File: src/rtl/wgt_gamma_core.sv
// Weight-generation core: GF(2^5) constant multiplier plus two 5-input LUT
// weight functions, with enable-gated output registers.
module wgt_gamma_core #(
    parameter logic [4:0]  GAMMA    = 5'd12,
    parameter logic [5:0]  POLY     = 6'b111011,
    parameter logic [31:0] WGT1_LUT = 32'hE8D46A35,
    parameter logic [31:0] WGT2_LUT = 32'h1B7C93AD
) (
    input  logic       clk,
    input  logic       rst,
    input  logic       en,
    input  logic [4:0] gamma_x,
    output logic [4:0] gamma_y,
    input  logic [4:0] wgt1_addr,
    output logic       wgt1_5o,
    input  logic [4:0] wgt2_addr,
    output logic       wgt2_5o,
    output logic [4:0] gamma_y_q,
    output logic       wgt1_q,
    output logic       wgt2_q
);

    logic [8:0] prod;
    logic [4:0] gamma_y_d;
    logic       wgt1_d;
    logic       wgt2_d;

    // Carry-less product, then fold bits 8..5 back with the reduction polynomial.
    always_comb begin
        prod = '0;
        for (int i = 0; i < 5; i++) begin
            if (GAMMA[i]) prod = prod ^ ({4'b0, gamma_x} << i);
        end
        for (int k = 8; k >= 5; k--) begin
            if (prod[k]) prod = prod ^ ({3'b0, POLY} << (k - 5));
        end
        gamma_y = prod[4:0];
    end

    assign wgt1_5o = WGT1_LUT[wgt1_addr];
    assign wgt2_5o = WGT2_LUT[wgt2_addr];

    always_comb begin
        gamma_y_d = gamma_y_q;
        wgt1_d    = wgt1_q;
        wgt2_d    = wgt2_q;
        if (en) begin
            gamma_y_d = gamma_y;
            wgt1_d    = wgt1_5o;
            wgt2_d    = wgt2_5o;
        end
    end

    always_ff @(posedge clk) begin
        if (rst) begin
            gamma_y_q <= '0;
            wgt1_q    <= 1'b0;
            wgt2_q    <= 1'b0;
        end else begin
            gamma_y_q <= gamma_y_d;
            wgt1_q    <= wgt1_d;
            wgt2_q    <= wgt2_d;
        end
    end

endmodule

File: config.mk
export PLATFORM = sky130hd
export DESIGN_NAME = wgt_gamma_core
export DESIGN_NICKNAME = d
export VERILOG_FILES = /design/src/rtl/wgt_gamma_core.sv
export SDC_FILE = /design/constraint.sdc
export NUM_CORES = 1
export LEC_CHECK = 0
export BUFFER_PORTS_ARGS = -buffer_cell sky130_fd_sc_hd__buf_2
export CAP_MARGIN = 10
export CELL_PAD_IN_SITES_DETAIL_PLACEMENT = 1
export CELL_PAD_IN_SITES_GLOBAL_PLACEMENT = 2
export CORE_ASPECT_RATIO = 1.4
export CORE_MARGIN = 8
export CORE_UTILIZATION = 24
export DETAILED_ROUTE_END_ITERATION = 6
export MAX_ROUTING_LAYER = met4
export PLACE_DENSITY = 0.83
export SLEW_MARGIN = 20
export SYNTH_ARGS = -nofsm -noshare
export SYNTH_HDL_FRONTEND = slang
export SYNTH_SLANG_ARGS = --single-unit
File: constraint.sdc
create_clock -name clk -period 3.2 [get_ports clk]
set_input_delay 0.32 -clock clk [delete_from_list [all_inputs] [get_ports clk]]
set_output_delay 0.32 -clock clk [all_outputs]
set_load 0.005 [all_outputs]
==> impl_metrics.ini, run 1 <==
[sta]
tightest_slew_ns = 0.298
relSlewSlack = 0.800
finalWorstSetupSlack_ns = 1.15
max_freq_mhz = 488
final-setup-viol-count = 0
fin_crit_sh = 0.641
hold_viol = 0
skew_ns = 0
period_needed_ns = 2.05
tns_ns = 0
rsz0062_at_grt = false
drv_slew = 0

[setup_path]
startpoint = wgt1_addr[0]
crit_buf_inv = 3
cp.arrival_ns = 1.73
crit_path_end_kind = output pin
r2r_start = wgt1_q
cp_max_fo = 4
path_delay_family = multiplexers
worstPathRequired_ns = 2.88
slowest_delay_ns = 0.47
cpMostUsedCell = buf_2
critical_path_class = in2out
start_kind = input pin
path_cells = buf_2 -> inv_1 -> ha_1 -> mux2_1 -> mux4_2 -> buf_2
crit_slowest_cell = mux4_2

[yosys]
netlist_area_um2 = 541
synthMuxAreaShare = 0.194
synth_xor_area_frac = 0.130
yosys.cell_types.count = 21
ys_ff_latch = 7
yosys_warnings = 0
synth_compound_area_frac = 0.104
synthAdderAreaFrac = 0.139
syn_nets = 83
synthSimpleGateAreaFrac = 0.118
yosysSeqAreaShare = 0.259
syn_inst = 59
syn-mean-instance-area_um2 = 9.16
synth_top_family_by_area = multiplexers

[global_routing]
grt_pass1_wl_mm = 2.59
grt_max_degree = 9
grt_use_met3 = 0.0349
grtUsageMet2 = 0.136
grt_pass1_vias = 602
grt_antenna_before_repair = 0
grt_usage = 0.0772
grt-busiest-layer = met2
grt_overflow = 0
gr-usage-met1 = 0.0737

[run]
maxCapViolations = 0

[placed_design]
gp_congestion = 0.710
place_ws_ns = 1.14
numPortBuffers = 31
placed_area_um2 = 716
hpwlAfterDp_mm = 1.34

[clock_network]
cts_tree = done
hold_buffers = 0
cts_buffer_depth = 2
cts_root_buf = clkbuf_4
h-tree-depth = 1
clk_latency_ns = 0.24
cts_setup_buffers = 0
clock-sinks = 7
cts_resized = 0
clkTransAtPathRegs_ns = 0.05
cts_buffers = 3

[power_and_ir_drop]
power_leakage_nw = 0.389
vdd_drop_max_uv = 77.5
power_mw = 0.266
power.density_nw_per_um2 = 359

[final_layout]
seq_area_um2 = 140
final_area_um2 = 742
multi_input_area_um2 = 370
syn_to_final_growth_pct = 37.3
final_common_cell = buf_2
fillCellCount = 273
final_cell_mix = 31 x buf_2, 8 x xnor2_1, 8 x nor2_1
nNetsFinal = 117
drive_above_1_share = 0.380
antenna_cells = 0
postLayoutCoreUtil = 0.345

[floorplan]
die_area_um2 = 4050
fp.coreArea_um2 = 2150
fp.dieH_um = 72.2
rows = 20
die_w_um = 56.1
initial_core_util = 0.251
io_pins = 32

[detailed_routing]
wire_per_inst_um = 13.0
drtAntennaViolNets = 0
vias_per_cell = 4.76
dr.pass1.iters = 2
routed_wl_mm = 1.48
vias = 543
route.detailed.drc = 0
drt_iter0_markers = 1

[hold_path]
hold_class = in2reg
hold_start = rst

[outcome]
status = finished clean
## stage by stage
stage          hold slack (ns)  instances
2_1_floorplan            0.472         59
3_3_place_gp             0.460        110
3_5_place_dp             0.481        110
4_1_cts                  0.348        114
5_1_grt                  0.356        114
6_report                 0.347        114
## state kept, by name (all words and copies together), names as in the netlist
name,cells
gamma_y_q,5
wgt2_q,1
wgt1_q,1
## layout make-up
cell class	instances	area share
Multi-Input combinational cell	44	0.499
Clock buffer	4	0.0354
Tap cell	22	0.0371
Sequential cell	7	0.189
Inverter	6	0.0304
Timing Repair Buffer	31	0.209
## kinds of logic after synthesis
| family | after synthesis |
|---|---|
| simple gates | 13 |
| fa+ha+maj | 6 |
| compound gates | 8 |
| buf+inv | 8 |
| flops | 7 |
| xor+xnor | 8 |
| mux | 9 |
## where the power goes
group / internal, mW / total, mW / leakage (nW) / switching (mW)
sequential: 0.0954 / 0.0990 / 0.0580 / 0.00364
combinational: 0.0461 / 0.0892 / 0.316 / 0.0431
clock: 0.0475 / 0.0782 / 0.0150 / 0.0307
## path summary, 6_finish.rpt
path	endpoint	slack (ns)	cells past startpoint
min reg2reg	gamma_y_q[0]	0.48	2
min	gamma_y_q[0]	0.35	2
max reg2reg	wgt1_q	2.56	3
max	wgt1_5o	1.15	6
## metal layers
| layer | vias to the layer above | part of all wire |
|---|---|---|
| met5 | - | 0 |
| met4 | 0 | 0.0041 |
| met3 | 2 | 0.084 |
| met2 | 24 | 0.50 |
| met1 | 249 | 0.41 |
| li1 | 268 | - |
## cell usage after synthesis
| master | n | area share |
|---|---|---|
| o21a_1 | 1 | 0.014 |
| o41ai_1 | 1 | 0.016 |
| o21ai_0 | 2 | 0.019 |
| nor2b_1 | 1 | 0.012 |
| mux4_2 | 1 | 0.042 |
| a211oi_1 | 1 | 0.014 |
| nand3_1 | 1 | 0.0093 |
| mux2_1 | 2 | 0.042 |
| o31ai_1 | 2 | 0.028 |
| mux2i_1 | 6 | 0.11 |
| o211ai_1 | 1 | 0.014 |
| inv_1 | 6 | 0.042 |
| and2_1 | 1 | 0.012 |
| ha_1 | 6 | 0.14 |
| clkbuf_1 | 1 | 0.0069 |
| and3b_1 | 1 | 0.016 |
| nor2_1 | 8 | 0.056 |
| buf_1 | 1 | 0.0069 |
| xnor2_1 | 8 | 0.13 |
| nor3b_1 | 1 | 0.014 |
| dfxtp_1 | 7 | 0.26 |
No activity file was read; power rests on OpenSTA's default activity.
==> inputs of run 2 (changes only) <==
- CORE_UTILIZATION: 24 -> 22
- PLACE_DENSITY: 0.83 -> 0.77
- clock period: 3.2 -> 1.9 ns (I/O delays scaled with it)
==> run 2 against run 1 <==
  * Non-clock buffer count did not move
  * Worst setup slack lost 1.0 ns
  * Power rose by 70%
  * Final cell count up 0.88%
  * Critical endpoint unchanged
  * Largest cell class unchanged
==> impl_metrics.ini, run 2 (synthesis results as in run 1) <==
[global_routing]
grt_pass1_vias = 546
grt_usage = 0.0702
grt_overflow = 0
grt_antenna_before_repair = 0
grt_max_degree = 9
grt_pass1_wl_mm = 2.28

[final_layout]
nNetsFinal = 117
top_register = gamma_y_q
top_regs = gamma_y_q x5, wgt1_q x1, wgt2_q x1
final_area_um2 = 743
fillCellCount = 296
largest_register_ffs = 5
seq_area_um2 = 140
drive_above_1_share = 0.380
final_common_cell = buf_2
multi_input_area_um2 = 370
final_cell_mix = 31 x buf_2, 8 x xnor2_1, 8 x nor2_1
antenna_cells = 0
syn_to_final_growth_pct = 37.5

[clock_network]
clock-sinks = 7
cts_root_buf = clkbuf_4
cts_resized = 0
clk_latency_ns = 0.25
hold_buffers = 0
cts_setup_buffers = 0
h-tree-depth = 1
cts_tree = done
cts_buffer_depth = 2
clkTransAtPathRegs_ns = 0.05
cts_buffers = 3

[placed_design]
gp_congestion = 0.703
placed_area_um2 = 717
numPortBuffers = 31
hpwlAfterDp_mm = 1.28

[sta]
relSlewSlack = 0.801
fin_crit_sh = 0.931
tightest_slew_ns = 0.297
final-setup-viol-count = 0
max_freq_mhz = 566
drv_slew = 0
hold_viol = 0
holdWs_ns = 0.220
tns_ns = 0
period_needed_ns = 1.77
skew_ns = 0
rsz0062_at_grt = false

[power_and_ir_drop]
vdd_drop_max_uv = 116
pwr-share-comb = 0.332
power_switching_mw = 0.135
power.density_nw_per_um2 = 609
power_mw = 0.453
seqPwrFrac = 0.367
power_leakage_nw = 0.389
switching_share = 0.297
clkPwrFrac = 0.301
cell_internal_pwr_mw = 0.318

[setup_path]
cp.arrival_ns = 1.58
r2r_setup_slack_ns = 1.22
r2r_cells = 2
cp_max_fo = 4
worstReg2RegEnd = gamma_y_q[0]
path_depth = 6
worstPathRequired_ns = 1.71
r2r_start = gamma_y_q[0]
crit_slowest_cell = mux4_2
path_cells = buf_2 -> inv_1 -> ha_1 -> mux2_1 -> mux4_2 -> buf_2
cpMostUsedCell = buf_2
crit_buf_inv = 3
critical_path_class = in2out
path_delay_family = multiplexers
start_kind = input pin
crit_path_end_kind = output pin
slowest_delay_ns = 0.48

[detailed_routing]
drtAntennaViolNets = 0
route.detailed.drc = 0
wire_per_inst_um = 12.5
routed_wl_mm = 1.44
dr.pass1.iters = 4
drt_iter0_markers = 18
vias = 532
vias_per_cell = 4.63

[floorplan]
fp.dieH_um = 74.6
rows = 21
io_pins = 32
die_area_um2 = 4320
initial_core_util = 0.229
die_w_um = 57.9
fp.coreArea_um2 = 2360

[run]
maxCapViolations = 0

[hold_path]
hold_class = in2reg
min_path_cells = 2
hold_start = rst
holdPathEnd = gamma_y_q[3]

[outcome]
status = finished clean
-- run 2: through the flow --
| stage | setup WS [ns] | cells | utilization |
|---|---|---|---|
| floorplan | 0.365 | 59 | - |
| detailed placement | 0.123 | 111 | 0.303 |
| global route | 0.0520 | 115 | 0.314 |
| finish | 0.132 | 115 | 0.314 |
| CTS | 0.122 | 115 | 0.314 |
| global placement | 0.161 | 111 | 0.303 |
-- run 2: power groups by stage --
stage	Sequential [mW]	Clock [mW]	Combinational (mW)
floorplan	0.171	0	0.0771
finish	0.166	0.136	0.150
CTS	0.166	0.147	0.154
global placement	0.169	0	0.150
global route	0.168	0.157	0.170
detailed placement	0.169	0	0.154
-- run 2: area by class of cell --
class                   instances  area share
clock buffers                   4      0.0354
inverters                       6      0.0303
multi-input cells              44       0.498
flip-flops and latches          7       0.189
well taps                      23      0.0387
repair buffers                 31       0.209
-- run 2: worst max-delay path by stage --
stage / startpoint / end / slack, ns
floorplan: wgt1_addr[0] / wgt1_q / 0.37
global route: wgt1_addr[0] / wgt1_5o / 0.05
CTS: wgt1_addr[0] / wgt1_5o / 0.12
global placement: wgt1_addr[0] / wgt1_5o / 0.16
finish: wgt1_addr[0] / wgt1_5o / 0.13
detailed placement: wgt1_addr[0] / wgt1_5o / 0.12
-- run 2: routing by layer --
layer  vias up  wire length, µm  GRT usage
li1        268                -          -
met1       240              618     0.0674
met2        24              688      0.111
met3         0              131     0.0325
met4         0                0     0.0492
met5         -                0          -
==> inputs of run 3 (changes only) <==
- CORE_ASPECT_RATIO: 1.4 -> 0.6
- CTS_BUF_LIST: not set -> sky130_fd_sc_hd__clkbuf_16
- REMOVE_ABC_BUFFERS: not set -> 1
==> run 3 against run 2 <==
  * Die area up 0.69%
  * Global-route usage up 1.7 points
  * Sequential power about the same
  * First-iteration DRC count down 28%
  * Critical path depth unchanged
  * Critical path type unchanged
  * Largest power group is now the clock network
  * Highest routed layer is now met4
==> impl_metrics.ini, run 3 (synthesis results as in run 1) <==
[clock_network]
clk_latency_ns = 0.23
h-tree-depth = 1
cts_setup_buffers = 0
hold_buffers = 0
cts_root_buf = clkbuf_16
cts_resized = 0
clkTransAtPathRegs_ns = 0.04
clock-sinks = 7
cts_buffers = 3
cts_buffer_depth = 2
cts_tree = done

[floorplan]
die_w_um = 80.0
initial_core_util = 0.224
fp.dieH_um = 54.4
io_pins = 32
die_area_um2 = 4350
rows = 14
fp.coreArea_um2 = 2420

[sta]
tns_ns = 0
rsz0062_at_grt = false
final-setup-viol-count = 0
drv_slew = 0
fin_crit_sh = 0.935
max_freq_mhz = 563
relSlewSlack = 0.775
hold_viol = 0
skew_ns = 0
period_needed_ns = 1.78
tightest_slew_ns = 0.335

[outcome]
status = finished clean

[detailed_routing]
drtAntennaViolNets = 0
dr.pass1.iters = 2
drt_iter0_markers = 13
wire_per_inst_um = 14.0
vias_per_cell = 4.38
routed_wl_mm = 1.74
vias = 543
route.detailed.drc = 0

[run]
maxCapViolations = 0

[placed_design]
gp_congestion = 0.710
placed_cells = 120
hpwlAfterDp_mm = 1.48
numPortBuffers = 31

[final_layout]
syn_to_final_growth_pct = 49.3
largest_register_ffs = 5
final_cell_mix = 31 x buf_2, 8 x xnor2_1, 8 x nor2_1
drive_above_1_share = 0.380
top_register = gamma_y_q
fin_cells = 124
nNetsFinal = 117
final_common_cell = buf_2
antenna_cells = 0
top_regs = gamma_y_q x5, wgt1_q x1, wgt2_q x1
postLayoutCoreUtil = 0.334

[setup_path]
cp.arrival_ns = 1.59
start_kind = input pin
crit_path_end_kind = output pin
worstPathRequired_ns = 1.71
critical_path_class = in2out
cp_max_fo = 4

[power_and_ir_drop]
vdd_drop_max_uv = 254
power.density_nw_per_um2 = 840
power_mw = 0.678
power_leakage_nw = 0.416

[global_routing]
grt_antenna_before_repair = 0
grt_usage = 0.0871
grt_max_degree = 9
grt_pass1_vias = 593
grt_overflow = 0
grt_pass1_wl_mm = 2.73

[hold_path]
hold_class = in2reg
==> run 3: cell count changes in the layout (fill, tap and decap cells not counted), sizes merged <==
cell    before  now
clkbuf       4    3
inv          6    7
==> run 3: cell type report <==
type | count | area, µm²
Fill cell | 298 | 1610
Multi-Input combinational cell | 44 | 370
Timing Repair Buffer | 31 | 155
Sequential cell | 7 | 140
Clock buffer | 3 | 75.1
Tap cell | 32 | 40.0
Inverter | 6 | 22.5
Clock inverter | 1 | 3.75
==> run 3: worst paths after layout <==
path / start / to / slack (ns) / cells after the start
setup / recovery: wgt1_addr[0] / wgt1_5o / 0.12 / 6
hold / removal: rst / gamma_y_q[2] / 0.26 / 2
setup reg to reg: gamma_y_q[0] / gamma_y_q[0] / 1.23 / 2
hold reg to reg: gamma_y_q[2] / gamma_y_q[2] / 0.49 / 2
==> run 3: metrics by stage <==
stage               instance area [µm²]  hold WS, ns  setup WS (ns)
floorplan                           533        0.262          0.365
global placement                    728        0.469          0.165
detailed placement                  728        0.481         0.0939
CTS                                 807        0.249         0.0936
global route                        807        0.259         0.0321
finish                              807        0.256          0.124
==> run 3: power breakdown <==
| group | internal (mW) | total (mW) | switching [mW] |
|---|---|---|---|
| Combinational | 0.0775 | 0.155 | 0.0774 |
| Clock | 0.274 | 0.355 | 0.0813 |
| Sequential | 0.161 | 0.167 | 0.00608 |
| Total | 0.513 | 0.678 | 0.165 |
==> run 3: routing by layer <==
layer | track usage | vias to the layer above | share of wire
li1 | - | 269 | -
met1 | 0.0847 | 248 | 0.42
met2 | 0.136 | 24 | 0.44
met3 | 0.0590 | 2 | 0.13
met4 | 0.0359 | 0 | 0.0069
met5 | - | - | 0
==> run 3: critical path, stage by stage <==
cell and delay (ns):
buf_2 0.12, inv_1 0.07, ha_1 0.28, mux2_1 0.29, mux4_2 0.48, buf_2 0.15
